==> config.mk <==
export PLATFORM = sky130hd
export DESIGN_NAME = aligned_ram_playback_ctrl
export DESIGN_NICKNAME = d
export VERILOG_FILES = /design/src/rtl/aligned_ram_pkg.sv /design/src/rtl/valid_delay_line.sv /design/src/rtl/aligned_ram_playback_ctrl.sv
export SDC_FILE = /design/constraint.sdc
export NUM_CORES = 1
export LEC_CHECK = 0
export BUFFER_PORTS_ARGS = -buffer_cell sky130_fd_sc_hd__buf_2
export CAP_MARGIN = 10
export CORE_ASPECT_RATIO = 1.5
export CORE_UTILIZATION = 39
export CTS_BUF_LIST = sky130_fd_sc_hd__clkbuf_8
export CTS_CLUSTER_DIAMETER = 30
export CTS_CLUSTER_SIZE = 28
export DETAILED_ROUTE_END_ITERATION = 6
export MAX_ROUTING_LAYER = met4
export PLACE_DENSITY = 0.66
export SYNTH_ARGS = -nofsm -noshare
export SYNTH_HDL_FRONTEND = slang
export SYNTH_SLANG_ARGS = --single-unit
==> constraint.sdc <==
create_clock -name clk -period 1.5 [get_ports clk]
set_input_delay 0.15 -clock clk [delete_from_list [all_inputs] [get_ports clk]]
set_output_delay 0.15 -clock clk [all_outputs]
set_load 0.005 [all_outputs]
==> src/rtl/aligned_ram_pkg.sv <==
`default_nettype none
// +----------------------------------------------------------------------------+
// | Package : aligned_ram_pkg                                                  |
// | Shared state encoding and default sizing for the aligned RAM playback block|
// | Revision: 1.0                                                              |
// +----------------------------------------------------------------------------+
package aligned_ram_pkg;

    localparam int DEF_DOUT_ADDR_WIDTH = 10;
    localparam int DEF_N_DIN_TO_DOUT   = 4;
    localparam int DEF_READ_LATENCY    = 2;

    typedef enum logic [1:0] {
        IDLE  = 2'd0,
        RUN   = 2'd1,
        DRAIN = 2'd2
    } state_e;

endpackage
`default_nettype wire

==> src/rtl/valid_delay_line.sv <==
`default_nettype none
// +----------------------------------------------------------------------------+
// | Module  : valid_delay_line                                                 |
// | 1-bit shift register delaying the read-issued flag by DEPTH cycles         |
// | Revision: 1.0                                                              |
// +----------------------------------------------------------------------------+
module valid_delay_line
    import aligned_ram_pkg::*;
#(
    parameter int DEPTH = DEF_READ_LATENCY
) (
    input  logic clk,
    input  logic rst_n,
    input  logic issue_i,
    output logic valid_o,
    output logic pending_o
);

    logic [DEPTH-1:0] shift_q;

    generate
        if (DEPTH == 1) begin : g_single
            always_ff @(posedge clk or negedge rst_n) begin
                if (!rst_n) begin
                    shift_q <= '0;
                end else begin
                    shift_q <= issue_i;
                end
            end
            assign pending_o = 1'b0;
        end else begin : g_multi
            always_ff @(posedge clk or negedge rst_n) begin
                if (!rst_n) begin
                    shift_q <= '0;
                end else begin
                    shift_q <= {shift_q[DEPTH-2:0], issue_i};
                end
            end
            // Reads still in flight behind the one emerging this cycle.
            assign pending_o = |shift_q[DEPTH-2:0];
        end
    endgenerate

    assign valid_o = shift_q[DEPTH-1];

endmodule
`default_nettype wire

==> src/rtl/aligned_ram_playback_ctrl.sv <==
`default_nettype none
// +----------------------------------------------------------------------------+
// | Module  : aligned_ram_playback_ctrl                                        |
// | Plays a wide-word RAM region start..end (wrapping), tracks read latency,   |
// | and gates host writes while busy. Define ALIGNED_RAM_PLAYBACK_LOOP_EN to   |
// | enable looped playback via the loop input.                                 |
// | Revision: 1.0                                                              |
// +----------------------------------------------------------------------------+
module aligned_ram_playback_ctrl
    import aligned_ram_pkg::*;
#(
    parameter int DOUT_ADDR_WIDTH = DEF_DOUT_ADDR_WIDTH,
    parameter int N_DIN_TO_DOUT   = DEF_N_DIN_TO_DOUT,
    parameter int READ_LATENCY    = DEF_READ_LATENCY
) (
    input  logic                       clk,
    input  logic                       rst_n,
    input  logic                       start,
    input  logic                       stop,
    input  logic [DOUT_ADDR_WIDTH-1:0] start_addr,
    input  logic [DOUT_ADDR_WIDTH-1:0] end_addr,
    input  logic                       loop,
    input  logic                       host_write_enable,
    output logic                       ram_write_enable,
    output logic [DOUT_ADDR_WIDTH-1:0] ram_read_addr,
    output logic                       dout_valid,
    output logic                       busy,
    output logic                       done,
    output logic                       write_reject
);

    // Write-side packing ratio only matters to the RAM wrapper, not the sequencer.
    localparam int c_unused_din_ratio = N_DIN_TO_DOUT;

    state_e                       state_q;
    logic [DOUT_ADDR_WIDTH-1:0]   addr_q;
    logic [DOUT_ADDR_WIDTH-1:0]   start_q;
    logic [DOUT_ADDR_WIDTH-1:0]   end_q;
    logic                         loop_q;
    logic                         done_q;
    logic                         read_issue;
    logic                         drain_pending;

`ifndef ALIGNED_RAM_PLAYBACK_LOOP_EN
    logic unused_loop;
    assign unused_loop = loop;
`endif

    assign read_issue = (state_q == RUN);

    valid_delay_line #(
        .DEPTH (READ_LATENCY)
    ) u_valid_delay (
        .clk       (clk),
        .rst_n     (rst_n),
        .issue_i   (read_issue),
        .valid_o   (dout_valid),
        .pending_o (drain_pending)
    );

    always_ff @(posedge clk or negedge rst_n) begin
        if (!rst_n) begin
            state_q <= IDLE;
            addr_q  <= '0;
            start_q <= '0;
            end_q   <= '0;
            loop_q  <= 1'b0;
            done_q  <= 1'b0;
        end else begin
            done_q <= 1'b0;
            case (state_q)
                IDLE: begin
                    if (start) begin
                        start_q <= start_addr;
                        end_q   <= end_addr;
`ifdef ALIGNED_RAM_PLAYBACK_LOOP_EN
                        loop_q  <= loop;
`else
                        loop_q  <= 1'b0;
`endif
                        addr_q  <= start_addr;
                        state_q <= RUN;
                    end
                end
                RUN: begin
                    if (stop) begin
                        state_q <= DRAIN;
                    end else if (addr_q == end_q) begin
                        if (loop_q) begin
                            addr_q <= start_q;
                        end else begin
                            state_q <= DRAIN;
                        end
                    end else begin
                        addr_q <= addr_q + 1'b1;
                    end
                end
                DRAIN: begin
                    // Leave once the final valid is on the output this cycle.
                    if (!drain_pending) begin
                        state_q <= IDLE;
                        done_q  <= 1'b1;
                    end
                end
                default: state_q <= IDLE;
            endcase
        end
    end

    assign busy             = (state_q != IDLE);
    assign ram_read_addr    = addr_q;
    assign done             = done_q;
    assign ram_write_enable = rst_n & host_write_enable & ~busy;
    assign write_reject     = host_write_enable & busy;

endmodule
`default_nettype wire

---- Word-level counts from Yosys, hierarchy flattened ----
Index checks and enable logic that the tools add are counted.
storage, ports and cells
  bits in registers ....................... 25
  input port bits ......................... 26
  output and inout port bits .............. 15
operators by class
  add/subtract/negate cells ............... 1
  eq/ne operators ......................... 8
  muxes and demuxes ....................... 11
  bitwise operators ....................... 4
  reduce and logical (&&, ||, !) cells .... 6
operator list
  cell                                                             count
  10-bit 2-to-1 mux                                                3
  10-bit case mux with 2 select lines                              1
  10-bit by 1-bit adder with 10-bit output, second input constant  1
  10-bit == test                                                   1
  2-bit 2-to-1 mux                                                 4
  2-bit != test, second input constant                             4
  2-bit case mux with 3 select lines                               1
  4-bit AND reduction                                              1
  2-bit nonzero test                                               2
  1-bit bitwise AND                                                3
  3-bit != test, second input constant                             1
  3-bit AND reduction                                              1
  2-bit by 1-bit == test with 1-bit output, second input constant  1
  2-bit == test, second input constant                             1
  2-bit zero test                                                  1
  1-bit 2-to-1 mux                                                 2
  2-bit AND reduction                                              1
  1-bit inverter                                                   1

---- Longest topological paths before layout ----
  depth in word-level cells ............... 4
  mapped depth ............................ 6
  depth with buffers taken out ............ 6

---- By module ----
From an unflattened synthesis, not the netlist that was laid out.
unflattened totals
  cells, all modules ...................... 123
  area, all modules ....................... 1256.2 µm²
modules (own cells, without submodules)
  module                     times used  cells an instance  area each (µm²)  sequential area each (µm²)
  aligned_ram_playback_ctrl  1           121                1206.2           575.6
  valid_delay_line           1           2                  50.0             50.0

---- Worst setup path after synthesis ----
Ideal clock, no wire load.
  kind .................................... register to register
  from .................................... reg addr_q[3] (netlist: ram_read_addr[3])
  to ...................................... reg addr_q[9] (netlist: ram_read_addr[9])
  library setup time ...................... 0.124 ns
  arrival ................................. 1.468 ns
  path slack .............................. -0.092 ns
  stages on the path, launching flop included .. 7
  buffers on the path ..................... 1
  cell sequence ........................... dfrtp_1 xnor2_1 nand4_1 o31ai_4 buf_6 nor2_1 a2bb2oi_1
on the way
  word-level cells in the longest chain between the ends .. 4
RTL lines
  element                                   RTL line                         RTL
  start: declaration                        aligned_ram_playback_ctrl.sv:36  logic [DOUT_ADDR_WIDTH-1:0] addr_q;
  start signal: assignment                  aligned_ram_playback_ctrl.sv:81  addr_q <= start_addr;
  start signal: assignment                  aligned_ram_playback_ctrl.sv:90  addr_q <= start_q;
  start signal: assignment                  aligned_ram_playback_ctrl.sv:95  addr_q <= addr_q + 1'b1;
  10-bit by 1-bit adder with 10-bit output  aligned_ram_playback_ctrl.sv:95
  10-bit 2-to-1 mux                         aligned_ram_playback_ctrl.sv:88  end else if (addr_q == end_q) begin
  10-bit 2-to-1 mux                         aligned_ram_playback_ctrl.sv:86  if (stop) begin
  10-bit case mux with 2 select lines       aligned_ram_playback_ctrl.sv:71  case (state_q)
Several ways; a longest one is shown, not always the timed one. The select of a mux whose other input is x is not followed.
A chain may end at the register's enable or synchronous reset.

---- Final worst setup path ----
  from .................................... reg end_q[8]
  to ...................................... reg addr_q[8] (netlist: ram_read_addr[8])
on the way
  word-level cells in the longest chain between the ends .. 3
RTL lines
  element                        RTL line                         RTL
  start: declaration             aligned_ram_playback_ctrl.sv:38  logic [DOUT_ADDR_WIDTH-1:0] end_q;
  start signal: assignment       aligned_ram_playback_ctrl.sv:75  end_q <= end_addr;
  10-bit == test                 aligned_ram_playback_ctrl.sv:88
  2-bit != test (no line)        -
  4-bit AND reduction (no line)  -
No other way between the ends.

==> results.py <==
metrics = {
    "outcome": {
        "status": "complete, but fails checks",
        "violations": "negative setup slack",
    },
    "yosys": {
        "synth_fp_nets": 149,
        "syn_avg_cell_area_sq_um": 10.5,
        "yosysSeqAreaShare": 0.487,
        "yosysWarnings": 0,
        "postSynthCellCount": 122,
        "ys_ff_latch": 25,
        "netlist_area_sq_um": 1280,
        "synth_cell_types": 32,
    },
    "clock_network": {
        "cts_made_buffers": 3,
        "clkTransAtPathRegs_ns": 0.09,
        "cts_htree_levels": 1,
        "cts-root-buf": "clkbuf_8",
        "cts_max_path_buffers": 2,
        "clk_latency_ns": 0.28,
        "clock-sinks": 25,
        "cts_tree": "done",
    },
    "timing": {
        "max_slew.worst_pin.slew_ns": 0.341,
        "hold_viol": 0,
        "max_freq_mhz": 603,
        "rsz0062_at_grt": "yes",
        "setup-tns-final_ns": -1.42,
        "layout_min_cycle_time_ns": 1.66,
        "clock_skew_ns": 0.00417,
        "finalMaxSlewViolations": 0,
        "period_share": 1.11,
        "slew_headroom": 0.771,
        "setup_slack_ns": -0.160,
        "setup_viol": 11,
        "whs_ns": 0.0949,
    },
    "grt": {
        "antenna_found_initial": 0,
        "gr-usage-met1": 0.217,
        "busiest_layer": "met2",
        "grtUsageMet3": 0.0273,
        "gr-total-overflow": 0,
        "met2_usage": 0.383,
        "grt_pass1_vias": 1279,
        "grt_max_degree": 26,
        "grt_pass1_wl_microns": 5400,
        "track_usage": 0.211,
    },
    "worst_setup_path": {
        "slowest_stage": "dfrtp_1",
        "criticalPathCategory": "register to register",
        "cpPeakStageDelay_ns": 0.40,
        "crit_fanout": 6,
        "worst_setup_path_start_kind": "register",
        "worst_ep_arrival_time_ns": 1.83,
        "r2r_end": "ram_read_addr[8]",
        "rr_worst_depth": 7,
        "ff2ff_setup_slack_ns": -0.16,
        "critPathCaptureType": "register",
        "cp_cell_sequence": "xnor2_1 > nand4_1 > o31ai_4 > buf_6 > buf_6 > a21oi_1 > a2bb2oi_2",
        "crit_path_frequent_cell": "buf_6",
        "timing.rr.start": "end_q[8]",
        "cp.required_ns": 1.67,
    },
    "power": {
        "static-leakage-power_nw": 0.899,
        "clkPwrFrac": 0.095,
        "seqPwrFrac": 0.284,
        "power.total_mw": 4.50,
        "pwr_density_cell_nw_per_um2": 2300,
        "p_int_mw": 2.74,
        "ir_worst_vdd_mv": 1.26,
        "pwr-share-comb": 0.621,
        "power.net_switching_mw": 1.75,
        "p_sw_frac": 0.390,
    },
    "worst_hold_path": {
        "min-delay-start": "end_addr[2]",
        "hold_depth": 2,
        "min_path_type": "input pin to register",
        "hold_end": "end_q[2]",
    },
    "die": {
        "io_pins": 41,
        "rows": 25,
        "fp.coreArea_sq_um": 3160,
        "die_x_microns": 48.8,
        "initial_utilization": 0.406,
        "dieArea_sq_um": 3530,
        "die_height_microns": 72.3,
    },
    "drt": {
        "routedWlPerCell_microns": 14.0,
        "firstDrtPassIters": 4,
        "via_per_inst": 5.22,
        "wl_microns": 3340,
        "drt_iter0_drc": 47,
        "via_count": 1242,
        "drc_errors": 0,
        "antenna_left": 0,
    },
    "place": {
        "hpwl_microns": 2350,
        "numPortBuffers": 39,
        "postPlaceCellArea_sq_um": 1710,
        "finalWeightedCongestion": 0.775,
    },
    "layout": {
        "area_growth_pct": 52.2,
        "finish.utilization": 0.619,
        "layout_common_cells": "buf_2 (39), buf_4 (30), dfrtp_1 (24)",
        "nets": 226,
        "drive_above_1_share": 0.535,
        "layout_commonest_cell": "buf_2",
        "num-fill-cells": 270,
        "antenna_cells": 0,
        "final_area_sq_um": 1950,
    },
    "run": {
        "drv_cap": 0,
    },
}
-- worst max path at each step --
stage,start,endpoint,slack [ns],depth (start not counted)
floorplan,ram_read_addr[0],ram_read_addr[8],-0.05,6
global placement,end_q[4],ram_read_addr[0],-0.1,7
detailed placement,end_q[9],ram_read_addr[0],-0.16,7
CTS,end_q[8],ram_read_addr[0],-0.13,7
global route,ram_read_addr[1],ram_read_addr[6],-0.25,8
finish,end_q[8],ram_read_addr[8],-0.16,7
-- cells in the mapped netlist, drive strengths merged --
cell type | count | area [sq um]
inv | 2 | 10.0
dfrtp | 25 | 626
a2bb2oi | 5 | 43.8
and3 | 2 | 12.5
nor2 | 12 | 45.0
nand4 | 3 | 18.8
o22ai | 2 | 12.5
a21oi | 8 | 43.8
nand2 | 6 | 22.5
ha | 1 | 12.5
o31ai | 1 | 21.3
xnor2 | 10 | 87.6
o21ai | 10 | 50.0
mux2 | 10 | 113
a41oi | 1 | 8.76
nor3b | 1 | 7.51
clkinv | 1 | 3.75
nand3 | 7 | 35.0
a22oi | 1 | 7.51
and2 | 1 | 6.26
nor2b | 1 | 6.26
nand2b | 3 | 18.8
o22a | 1 | 8.76
a31oi | 1 | 6.26
mux2i | 2 | 20.0
buf | 4 | 28.8
nand3b | 1 | 7.51
-- sequential cells by signal, summed over array words and instances, names as in the netlist --
signal / count
done: 1
u_valid_delay.shift_q: 2
ram_read_addr: 10
state_q: 2
end_q: 10
-- power groups by stage --
stage	combinational [mW]	sequential, mW	clock (mW)
after global placement	2.15	1.26	0
final	2.79	1.28	0.429
after floorplan	1.21	1.32	0
after global routing	3.03	1.32	0.458
after detailed placement	2.20	1.27	0
after CTS	2.64	1.28	0.434
-- cell type report --
cell class,instances,area (sq um),share of cell area
sequential,25,627,0.321
clock inverter,1,8.76,0.00448
tap,40,50.0,0.0256
timing repair buffer,76,507,0.259
inverter,3,18.8,0.00960
clock buffer,3,41.3,0.0211
multi-input combinational,90,702,0.359
-- metal layers --
layer | up-vias | wire [microns]
met1 | 592 | 1270
li1 | 591 | -
met4 | 0 | 125
met5 | - | 0
met3 | 11 | 155
met2 | 48 | 1790
-- through the flow --
step                      cells  worst slack, ns
after floorplan             122          -0.0481
after global placement      223          -0.0967
after detailed placement    223           -0.161
after CTS                   237           -0.132
after global routing        238           -0.254
final                       238           -0.160
-- what timing repair did --
action | in CTS | in global routing
hold endpoints to repair | 25 | 0
endpoints found under the setup margin | 10 | 23
setup buffers | 9 | 3
gates resized for setup | 18 | 10
pin swaps | 11 | 8
cloned | 0 | 0
hold buffers | 1 | 0
-- worst max-delay path, delay by kind of cell (launching register included) --
kind	cells	cell delay (ns)
AOI/OAI and AO/OA	3	0.49
xor gates and xnor gates	1	0.17
buffers and inverters	2	0.30
DFF	1	0.40
and+or+nand+nor	1	0.19
-- kinds of logic (layout without fill, tap and decap cells) --
kind of cell	Yosys count	in the layout	share of synthesized area
xor gates and xnor gates	10	10	0.0682
AOI/OAI and AO/OA	30	30	0.158
and+or+nand+nor	37	37	0.140
buffers and inverters	7	83	0.0331
DFF	25	25	0.487
adders and majority gates	1	1	0.00975
muxes	12	12	0.103
Power figures use the tool's default switching activity.
